[config.mk]
export PLATFORM = sky130hd
export DESIGN_NAME = serializer_stream
export DESIGN_NICKNAME = d
export VERILOG_FILES = /design/src/rtl/serializer_stream.sv
export SDC_FILE = /design/constraint.sdc
export NUM_CORES = 1
export LEC_CHECK = 0
export CAP_MARGIN = 25
export CORE_MARGIN = 4
export CORE_UTILIZATION = 30
export DETAILED_ROUTE_END_ITERATION = 8
export DONT_BUFFER_PORTS = 1
export HOLD_SLACK_MARGIN = 0.05
export PLACE_DENSITY_LB_ADDON = 0.08
export SYNTH_ARGS = -nofsm -noshare
export SYNTH_HDL_FRONTEND = slang
export SYNTH_SLANG_ARGS = --single-unit
[constraint.sdc]
create_clock -name clk -period 2.7 [get_ports clk]
set_clock_uncertainty 0.15 [all_clocks]
set_input_delay 0.135 -clock clk [delete_from_list [all_inputs] [get_ports clk]]
set_output_delay 0.135 -clock clk [all_outputs]
set_load 0.1 [all_outputs]
[src/rtl/serializer_stream.sv]
// Flow-controlled parallel-to-serial converter: accepts words over valid/ready,
// frames each with a one-cycle start pulse, then emits LANES bits per cycle.
module serializer_stream #(
  parameter int WIDTH     = 8,
  parameter int LANES     = 1,
  parameter int MSB_FIRST = 0
) (
  input  logic             clk,
  input  logic             rst_n,
  input  logic [WIDTH-1:0] data_in,
  input  logic             in_valid,
  output logic             in_ready,
  output logic [LANES-1:0] serial_out,
  output logic             out_valid,
  output logic             start,
  output logic             done
);

  localparam int BEATS = (LANES > 0) ? WIDTH / LANES : 1;
  localparam int CW    = (BEATS > 1) ? $clog2(BEATS) : 1;
  localparam logic [CW-1:0] LAST = CW'(BEATS - 1);

  if (WIDTH < 1 || LANES < 1 || (WIDTH % LANES) != 0) begin : g_bad_params
    $error("serializer_stream: LANES (%0d) must divide WIDTH (%0d)", LANES, WIDTH);
  end

  typedef enum logic [1:0] {IDLE, START, SEND} state_t;

  state_t           state, state_n;
  logic [WIDTH-1:0] shadow, shadow_n;
  logic [CW-1:0]    beat, beat_n, beat_inc;
  logic [LANES-1:0] ser_n;
  logic             ov_n, st_n, dn_n, handshake;

  // Beat k of word w, in the configured beat order.
  function automatic logic [LANES-1:0] slice(input logic [WIDTH-1:0] w,
                                             input logic [CW-1:0]    k);
    logic [WIDTH-1:0] s;
    int               sh;
    if (MSB_FIRST != 0) sh = (BEATS - 1 - int'(k)) * LANES;
    else                sh = int'(k) * LANES;
    s = w >> sh;
    return s[LANES-1:0];
  endfunction

  always_comb begin
    state_n   = state;
    shadow_n  = shadow;
    beat_n    = beat;
    ser_n     = serial_out;
    ov_n      = out_valid;
    st_n      = start;
    dn_n      = done;
    beat_inc  = beat + CW'(1);
    in_ready  = (state == IDLE) || (state == SEND && beat == LAST);
    handshake = in_valid && in_ready;

    unique case (state)
      IDLE: begin
        ser_n = '0;
        ov_n  = 1'b0;
        dn_n  = 1'b0;
        st_n  = 1'b0;
        if (handshake) begin
          shadow_n = data_in;
          st_n     = 1'b1;
          state_n  = START;
        end
      end
      START: begin
        st_n    = 1'b0;
        beat_n  = '0;
        ov_n    = 1'b1;
        ser_n   = slice(shadow, '0);
        dn_n    = (BEATS == 1);
        state_n = SEND;
      end
      SEND: begin
        if (beat != LAST) begin
          beat_n = beat_inc;
          ser_n  = slice(shadow, beat_inc);
          dn_n   = (beat_inc == LAST);
        end else begin
          ov_n  = 1'b0;
          ser_n = '0;
          dn_n  = 1'b0;
          if (handshake) begin
            shadow_n = data_in;
            st_n     = 1'b1;
            state_n  = START;
          end else begin
            state_n  = IDLE;
          end
        end
      end
      default: state_n = IDLE;
    endcase
  end

  always_ff @(posedge clk or negedge rst_n) begin
    if (!rst_n) begin
      state      <= IDLE;
      shadow     <= '0;
      beat       <= '0;
      serial_out <= '0;
      out_valid  <= 1'b0;
      start      <= 1'b0;
      done       <= 1'b0;
    end else begin
      state      <= state_n;
      shadow     <= shadow_n;
      beat       <= beat_n;
      serial_out <= ser_n;
      out_valid  <= ov_n;
      start      <= st_n;
      done       <= dn_n;
    end
  end

endmodule

Word-level counts from Yosys, hierarchy flattened

Cells that the tools add are included.

Reductions and logical operators: 14
Equal/unequal tests: 9
Mux-type cells: 22
Add/subtract/negate cells: 1
Shift-type cells: 2

Operator list:

| cell                | number |
|---|---|
| $mux 32             | 3 |
| $shr 8x32->1        | 2 |
| $mux 8              | 2 |
| $pmux 8 s2          | 1 |
| $pmux 1 s3          | 3 |
| $reduce_and 2->1    | 4 |
| $mux 1              | 7 |
| $eq 3x3->1 const B  | 2 |
| $ne 2x2->1 const B  | 3 |
| $pmux 2 s3          | 1 |
| $pmux 3 s2          | 1 |
| $reduce_bool 2->1   | 3 |
| $mux 2              | 2 |
| $add 3x1->3 const B | 1 |
| $mux 3              | 1 |
| $ne 3x3->1 const B  | 1 |
| $reduce_and 3->1    | 1 |
| $reduce_bool 3->1   | 1 |
| $eq 2x1->1 const B  | 1 |
| $eq 2x2->1 const B  | 1 |
| $logic_and 1x1->1   | 2 |
| $logic_not 2->1     | 1 |
| $ne 2x1->1 const B  | 1 |
| $pmux 1 s2          | 1 |
| 2 further kinds     | 2 |

Output and inout bits: 5
Register bits: 17
Word-level logic and storage cells: 55

Depth between registers and ports, before layout

Gate-level depths: netlist of the first run.

Depth after elaboration: 7
Depth in mapped cells: 6
Depth with buffers taken out: 5

Least setup slack after synthesis of the first run

OpenSTA, ideal clock, no wires.

Path kind: register to register
From: reg beat[0]
To: reg shadow[0]
Arrival time: 1.721 ns
Cell stages (with the launch flop): 7
Required time: 2.425 ns
Setup slack: 0.704 ns
Buffers on the path: 1
Clock period less this slack: 1.996 ns
Cell sequence: dfrtp_1 ha_1 ha_1 buf_2 mux2_2 nand2_2 mux2_2

Longest elaborated chain between the ends: 7
Elaborated cells on any way between the ends: 10
Those cells by class: 3 x eq/ne; 3 x mux; 4 x reduce/logical

RTL lines:

| what                   | line | RTL |
|---|---|---|
| from (decl)            | 31   | `logic [CW-1:0] beat, beat_n, beat_inc;` |
| from (signal assigned) | 112  | `beat <= beat_n;` |
| $eq 3x3->1             | 55   | `in_ready = (state == IDLE) \|\| (state == SEND && beat == LAST);` |
| $logic_and 1x1->1      | 55   |  |
| $logic_or 1x1->1       | 55   |  |
| $logic_and 1x1->1      | 56   | `handshake = in_valid && in_ready;` |
| $mux 8 (2 in a row)    | -    |  |
| $pmux 8 s2             | -    |  |
| to (signal assigned)   | 111  | `shadow <= shadow_n;` |
| to (decl)              | 30   | `logic [WIDTH-1:0] shadow, shadow_n;` |

Several ways; a longest one is shown, not always the timed one. The select of a mux whose other input is x is not followed.
A chain may end at the register's enable or synchronous reset.

Worst setup path after layout of the first run

From: reg state[0]
To: reg shadow[2]

Longest elaborated chain between the ends: 7
Elaborated cells on any way between the ends: 11
Those cells by class: 2 x eq/ne; 3 x mux; 6 x reduce/logical

RTL lines:

| what                   | line   | RTL |
|---|---|---|
| from (decl)            | 29     | `state_t state, state_n;` |
| from (signal assigned) | 110    | `state <= state_n;` |
| $eq 2x2->1             | 55, 58 |  |
| $logic_and 1x1->1      | 55     |  |
| $logic_or 1x1->1       | 55     |  |
| $logic_and 1x1->1      | 56     |  |
| $mux 8 (2 in a row)    | -      |  |
| $pmux 8 s2             | 58     | `unique case (state)` |

Several ways; a longest one is shown, not always the timed one. The select of a mux whose other input is x is not followed.

==> flow_summary.toml, run 1 <==
[sta]
tns_ns = 0
clock.fmax_mhz = 468.1
slew_viol_final = 0
worst_slew_pin_slew_ns = 0.8897
worst_slack_ns = 0.5638
period_needed_ns = 2.136
fin_crit_sh = 0.7912
relSlewSlack = 0.4069
hold_slack_ns = 0.05519
rsz0062_at_grt = "false"
setup_viol = 0
hold_violations = 0

[floorplanning]
row_count = 19
core_area_sq_um = 2853
die-area_sq_um = 4044
num_io_pins = 16
start_util = 0.3250
dieWidth_um = 63.59
die-height_um = 63.59

[logic_synthesis]
ys_types = 25
yosys_warnings = 0
syn_area_sq_um = 927.1
synthArstFlopShare = 1.000
ys.flop_type = "dfrtp_1"
synth_nets = 97
syn_inst = 78
avgSynthCellArea_sq_um = 11.89
yosysSeqAreaShare = 0.4588
synth_edf_count = 0
ys_ff_latch = 17

[pwr]
power_density_nw_per_um2 = 1173
p_switching_mw = 0.5786
ir_drop_mv = 0.4830
p_int_mw = 0.7278
p_comb_frac = 0.528
leakage_nw = 0.5134
pwr-share-seq = 0.367
power_mw = 1.306
clkPwrFrac = 0.104
switching_share = 0.4429

[place]
placed_area_sq_um = 987.2
dp_hpwl_um = 1326
portBuffers = 0
gp_congestion = 0.7164
place_ws_ns = 0.5411
place_inst = 111

[final_layout]
layoutNonFillerInstCount = 125
syn_to_final_growth_pct = 20.11
register_area_sq_um = 425.4
drive_gt1_frac = 0.2340
multiInputGateArea_sq_um = 478.0
fin_nets = 114
post-route-util = 0.3904
fill_cells = 302
stdcell_area_sq_um = 1114
insertedDiodeCount = 0

[routing]
first_pass_iters = 4
wl_um = 1790
avgRoutedWirePerCell_um = 14.32
viasPerCell = 4.928
first_iter_violations = 23
num_vias = 616
drc_errors = 0
postRouteAntennaNets = 0

[worst_setup_path]
worstSetupStartpoint = "state[0]"
crit_arrival_ns = 2.16
critPathKind = "reg -> reg"
startpoint_type = "flop"
r2r-end = "shadow[2]"
path_max_fanout = 12
cp.required_ns = 2.73
r2r-start = "state[0]"
reg2reg_depth = 5
endpoint = "shadow[2]"
critPathCaptureType = "flop"
rrSetupSlack_ns = 0.56

[clocking]
clk_pin_slew_ns = 0.10
cts-buffers-inserted = 3
ctsLongestPathBuffers = 2
root_buffer = "clkbuf_4"
cts-htree-levels = 1
tritoncts = "built"
clock_sinks = 17
cts_setup_buffers = 0
clk-insertion-delay-late_ns = 0.29

[min_path]
hold_class = "in -> reg"

[grt]
first_global_vias = 690
grt_pass1_wl_um = 3208
grt_usage = 0.1048
antenna_found_initial = 0
grt.overflow.total = 0
grt_max_degree = 18

[status]
status = "finished clean"

[job]
cap_violations = 0
## power by group through the flow
stage               combinational (mW)  clock (mW)  sequential [mW]
CTS                              0.700       0.144            0.482
global route                     0.763       0.162            0.497
finish                           0.690       0.136            0.480
detailed placement               0.680           0            0.488
floorplan                        0.484           0            0.547
global placement                 0.675           0            0.485
## cell usage in the layout, fill, tap and decap left out, drive strengths merged, types with 2 or more instances in the layout
cell type / instances
dlygate4sd3: 10
nor2b: 2
nand2b: 2
o21ai: 5
a22o: 4
nand2: 4
mux2i: 3
clkbuf: 4
nand3: 2
buf: 4
inv: 4
mux2: 12
nor2: 3
ha: 8
dfrtp: 17
a21oi: 2
## routing by layer
metal | share of wire | global-route usage
met4 | 0.016 | 0.05660
met5 | 0 | 0
met3 | 0.044 | 0.03020
met1 | 0.49 | 0.1329
met2 | 0.45 | 0.1591
## timing repair
action,in CTS,in global routing
endpoints found under the hold margin,28,0
hold buffers,10,0
resized for setup,0,0
## flip-flops by register name, indices dropped and copies added, names as in the netlist
register and count:
out_valid 1, beat 3, start 1, shadow 8, state 2, serial_out 1
done 1
## worst min path at each step
stage	start	depth (start not counted)	end	slack (ns)
floorplan	rst_n	0	beat[0]	-0.31
global placement	rst_n	0	beat[0]	-0.31
detailed placement	rst_n	0	beat[2]	-0.31
CTS	in_valid	2	shadow[1]	0.07
global route	in_valid	2	shadow[0]	0.06
finish	in_valid	2	shadow[1]	0.06
## worst max-delay path, stage by stage, from the launching register on
cell	delay, ns
dfrtp_1	0.43
inv_1	0.13
ha_1	0.39
mux2_2	0.39
nand2_2	0.18
mux2_2	0.36
## cell type report
| type | count | area share |
|---|---|---|
| Multi-Input combinational cell | 55 | 0.4292 |
| Sequential cell | 17 | 0.3820 |
| Inverter | 4 | 0.01348 |
| Timing Repair Buffer | 14 | 0.1169 |
| Tap cell | 31 | 0.03483 |
| Clock buffer | 4 | 0.02360 |
## Yosys cell counts, drive strengths merged, types with 2 or more instances
master | n | area, sq um
dfrtp | 17 | 425.4
mux2 | 12 | 135.1
ha | 8 | 100.1
o21ai | 5 | 25.02
a22o | 4 | 36.29
inv | 4 | 15.01
nand2 | 4 | 17.52
mux2i | 3 | 30.03
nor2 | 3 | 11.26
a21oi | 2 | 10.01
nand2b | 2 | 12.51
nand3 | 2 | 10.01
nor2b | 2 | 12.51
## cell families (layout without fill, tap and decap cells)
group | Yosys count | after routing | share of synthesized area
flops | 17 | 17 | 0.4588
mux | 16 | 16 | 0.2024
compound gates | 15 | 15 | 0.1093
simple gates | 15 | 15 | 0.08637
fa+ha+maj | 8 | 8 | 0.1080
buf+inv | 6 | 22 | 0.02563
xor+xnor | 1 | 1 | 0.009448
Note: power is estimated with default switching activity, not from simulation.
==> run 2: changes to the inputs <==
- clock period: 2.7 -> 1.88 ns (I/O delays scaled with it)
==> flow_summary.toml, run 2 (synthesis gave the netlist of run 1 again) <==
[final_layout]
fill_cells = 289
layout.cells.most_common = "dfrtp_1"
syn_to_final_growth_pct = 37.38
drive_gt1_frac = 0.3750
largest-register = "shadow"
fin_nets = 124
stdcell_area_sq_um = 1274
largestRegisters = "shadow x8, beat x3, state x2"
final_cell_mix = "dfrtp_1, buf_4, mux2_2"
insertedDiodeCount = 0
largest_reg_flops = 8

[routing]
viasPerCell = 4.919
avgRoutedWirePerCell_um = 14.36
first_iter_violations = 20
drc_errors = 0
first_pass_iters = 4
num_vias = 664
wl_um = 1938
postRouteAntennaNets = 0

[sta]
rsz0062_at_grt = "false"
hold_violations = 0
worst_slew_pin_slew_ns = 0.8033
setup_viol = 0
worst_slack_ns = 0.07145
tns_ns = 0
period_needed_ns = 1.809
relSlewSlack = 0.4627
slew_viol_final = 0
clock.fmax_mhz = 552.9
fin_crit_sh = 0.9620

[grt]
first_global_vias = 700
use_met2 = 0.1708
grt_max_degree = 18
gr-max-usage-layer = "met2"
antenna_found_initial = 0
use_met3 = 0.03730
grt_pass1_wl_um = 3367
grt_use_met1 = 0.1397
grt.overflow.total = 0
grt_usage = 0.1075

[status]
status = "finished clean"

[worst_setup_path]
critPathCaptureType = "output pin"
critPathKind = "reg -> out"
reg2reg_depth = 5
cp.required_ns = 1.64
path_max_fanout = 4
cpMaxStageDelayCell = "dfrtp_2"
startpoint_type = "flop"
crit_arrival_ns = 1.56
max_stage_delay_ns = 0.44
r2r-end = "shadow[2]"
cp_common_cell = "ha_4"
crit_buf_inv = 2
r2r-start = "state[0]"
rrSetupSlack_ns = 0.09
path_delay_family = "flip-flops"
cp_cell_sequence = "ha_4 -> ha_4 -> buf_6 -> a21o_4 -> buf_12"

[clocking]
root_buffer = "clkbuf_4"
clk-insertion-delay-late_ns = 0.29
cts-htree-levels = 1
clock_sinks = 17
tritoncts = "built"
cts-buffers-inserted = 3
clk_pin_slew_ns = 0.11
ctsLongestPathBuffers = 2

[pwr]
ir_drop_mv = 0.8341
leakage_nw = 0.5763
power_density_nw_per_um2 = 1687

[job]
cap_violations = 0

[min_path]
hold_class = "in -> async"

[floorplanning]
die-area_sq_um = 4044
row_count = 19
core_area_sq_um = 2853
dieWidth_um = 63.59
start_util = 0.3250
num_io_pins = 16
die-height_um = 63.59

[place]
gp_congestion = 0.7205
portBuffers = 0
place_ws_ns = 0.03358
placed_area_sq_um = 1074
dp_hpwl_um = 1396
## run 2: area by class of cell
| type | instances | area [sq um] | area share |
|---|---|---|---|
| multi-input combinational | 55 | 544.3 | 0.4273 |
| clock inverter | 1 | 5.005 | 0.003929 |
| clock buffer | 3 | 22.52 | 0.01768 |
| timing repair buffer | 24 | 221.5 | 0.1739 |
| tap | 31 | 38.79 | 0.03045 |
| inverter | 4 | 15.01 | 0.01179 |
| sequential | 17 | 426.7 | 0.3350 |
## run 2: report_power, final
part           internal, mW  switching [mW]  leakage [nW]
logic                 0.629           0.688         0.346
registers             0.524           0.103         0.212
clock network        0.0792           0.124        0.0177
total                  1.23           0.915         0.576
## run 2: what timing repair did
action,CTS,global route
endpoints found under the setup margin,1,10
hold buffers,10,0
hold endpoints to repair,28,0
buffers inserted,2,0
pin swaps,0,1
gates resized for setup,2,7
## run 2: through the flow
| step | instances | hold slack [ns] | util | total power, mW |
|---|---|---|---|---|
| 3_3_place_gp | 119 | -0.3511 | 0.3763 | 1.812 |
| 2_1_floorplan | 78 | -0.3516 | - | 1.506 |
| 4_1_cts | 135 | 0.2092 | 0.4294 | 2.101 |
| 6_report | 135 | 0.1686 | 0.4465 | 2.148 |
| 5_1_grt | 135 | 0.2442 | 0.4465 | 2.301 |
| 3_5_place_dp | 119 | -0.3511 | 0.3763 | 1.822 |
## run 2: how the worst max path moves through the flow
stage | start | end | slack (ns) | depth (start not counted)
after floorplan | beat[0] | shadow[0] | 0.005 | 6
after global placement | beat[1] | shadow[6] | 0.05 | 5
after detailed placement | beat[1] | shadow[2] | 0.03 | 5
after CTS | beat[1] | in_ready | 0.008 | 5
after global routing | beat[1] | in_ready | 0.01 | 5
final | beat[0] | in_ready | 0.07 | 5
## run 2: per-layer routing
metal / vias to the layer above / wire length, um / part of all wire
li1: 333 / - / -
met1: 316 / 918 / 0.47
met2: 13 / 912 / 0.47
met3: 2 / 89 / 0.046
met4: 0 / 17 / 0.0088
met5: - / 0 / 0
==> run 3: changes to the inputs <==
- CTS_BUF_LIST: unset -> sky130_fd_sc_hd__clkbuf_8
==> flow_summary.toml, run 3 (synthesis gave the netlist of run 1 again) <==
[sta]
hold_violations = 0
setup_viol = 0
worst_slew_pin_slew_ns = 0.7956
period_needed_ns = 1.806
hold_slack_ns = 0.2193
rsz0062_at_grt = "false"
slew_viol_final = 0
clock.fmax_mhz = 553.8
tns_ns = 0
relSlewSlack = 0.4678
fin_crit_sh = 0.9605

[pwr]
leakage_nw = 0.5783
ir_drop_mv = 0.8266
power_density_nw_per_um2 = 1720

[routing]
drc_errors = 0
postRouteAntennaNets = 0
wl_um = 1864
avgRoutedWirePerCell_um = 13.81
first_iter_violations = 15
num_vias = 662
first_pass_iters = 4
viasPerCell = 4.904

[worst_setup_path]
cpMaxStageDelayCell = "dfrtp_1"
crit_buf_inv = 2
cp_cell_sequence = "ha_2 -> ha_2 -> buf_4 -> a21o_2 -> buf_12"
path_max_fanout = 4
crit_arrival_ns = 1.56
cp_common_cell = "ha_2"
cp.required_ns = 1.64
cp.depth = 5
reg2reg_depth = 5
startpoint_type = "flop"
critPathKind = "reg -> out"
max_stage_delay_ns = 0.40
path_delay_family = "flip-flops"
critPathCaptureType = "output pin"

[grt]
grt_pass1_wl_um = 3208
grt_max_degree = 18
antenna_found_initial = 0
grt.overflow.total = 0
first_global_vias = 684
grt_usage = 0.1012

[clocking]
clk_pin_slew_ns = 0.07
tritoncts = "built"
cts-buffers-inserted = 3
root_buffer = "clkbuf_8"
cts-htree-levels = 1
clk-insertion-delay-late_ns = 0.25
clock_sinks = 17
ctsLongestPathBuffers = 2

[job]
cap_violations = 0

[final_layout]
layout.cells.most_common = "dfrtp_1"
final_cell_mix = "dfrtp_1, buf_4, mux2_2"
largest_reg_flops = 8
syn_to_final_growth_pct = 34.01
post-route-util = 0.4355
fin_nets = 124
layoutNonFillerInstCount = 135
insertedDiodeCount = 0
drive_gt1_frac = 0.3750
largest-register = "shadow"
largestRegisters = "shadow x8, beat x3, state x2"

[place]
gp_congestion = 0.7205
portBuffers = 0
dp_hpwl_um = 1396
place_inst = 119

[floorplanning]
die-height_um = 63.59
row_count = 19
start_util = 0.3250
die-area_sq_um = 4044
core_area_sq_um = 2853
num_io_pins = 16
dieWidth_um = 63.59

[min_path]
hold_class = "in -> async"

[status]
status = "finished clean"
[run 3: cell count changes in the layout (fill, tap and decap cells not counted)]
cell,delta
buf_6,-1
ha_2,+4
clkbuf_8,+3
a21o_2,+1
ha_4,-4
buf_4,+1
clkbuf_4,-3
a21o_4,-1
[run 3: what timing repair did]
action / 4_1_cts / 5_1_grt
hold endpoints to repair: 28 / 0
hold buffers: 10 / 0
resized for setup: 0 / 3
setup endpoints to repair: 1 / 10
setup buffers: 2 / 0
[run 3: report_power, final]
group	total, mW	switching [mW]	internal (mW)
clock	0.276	0.129	0.147
combinational	1.24	0.663	0.582
sequential	0.616	0.0904	0.526
[run 3: final timing paths]
| path | start | slack (ns) | endpoint |
|---|---|---|---|
| worst max-delay path | beat[1] | 0.07 | in_ready |
| worst min-delay path | rst_n | 0.22 | beat[1] |
| worst max register to register | state[0] | 0.08 | shadow[2] |
| worst min register to register | done | 0.34 | done |
| max in group asynchronous | rst_n | 0.82 | beat[0] |
| min in group clk | done | 0.34 | done |
[run 3: worst register-to-register path: stages, from the launching register on]
cell and delay [ns]:
dfrtp_1 0.39, inv_1 0.13, ha_2 0.23, mux2_4 0.32
nand2_4 0.12, mux2_2 0.35
[run 3: metal layers]
metal  up-vias  global-route usage  share of wire
li1        332                   -              -
met1       313              0.1321           0.48
met2        15              0.1617           0.47
met3         2             0.03197          0.045
met4         0             0.02426         0.0091
met5         -                   0              0
[run 3: area by class of cell]
class                   count  area (sq um)
clock buffers               3         41.29
clock inverters             1         5.005
fillers                   298          1610
inverters                   4         15.01
multi-input cells          55         498.0
flip-flops and latches     17         426.7
well taps                  31         38.79
repair buffers             24         217.7
[run 3: metrics by stage]
stage	setup slack [ns]	power (mW)	area [sq um]
after floorplan	0.005066	1.506	947.2
after global placement	0.05246	1.812	1074
after detailed placement	0.03358	1.822	1074
after CTS	0.01658	2.167	1235
after global routing	0.004184	2.292	1242
final	0.07424	2.137	1242
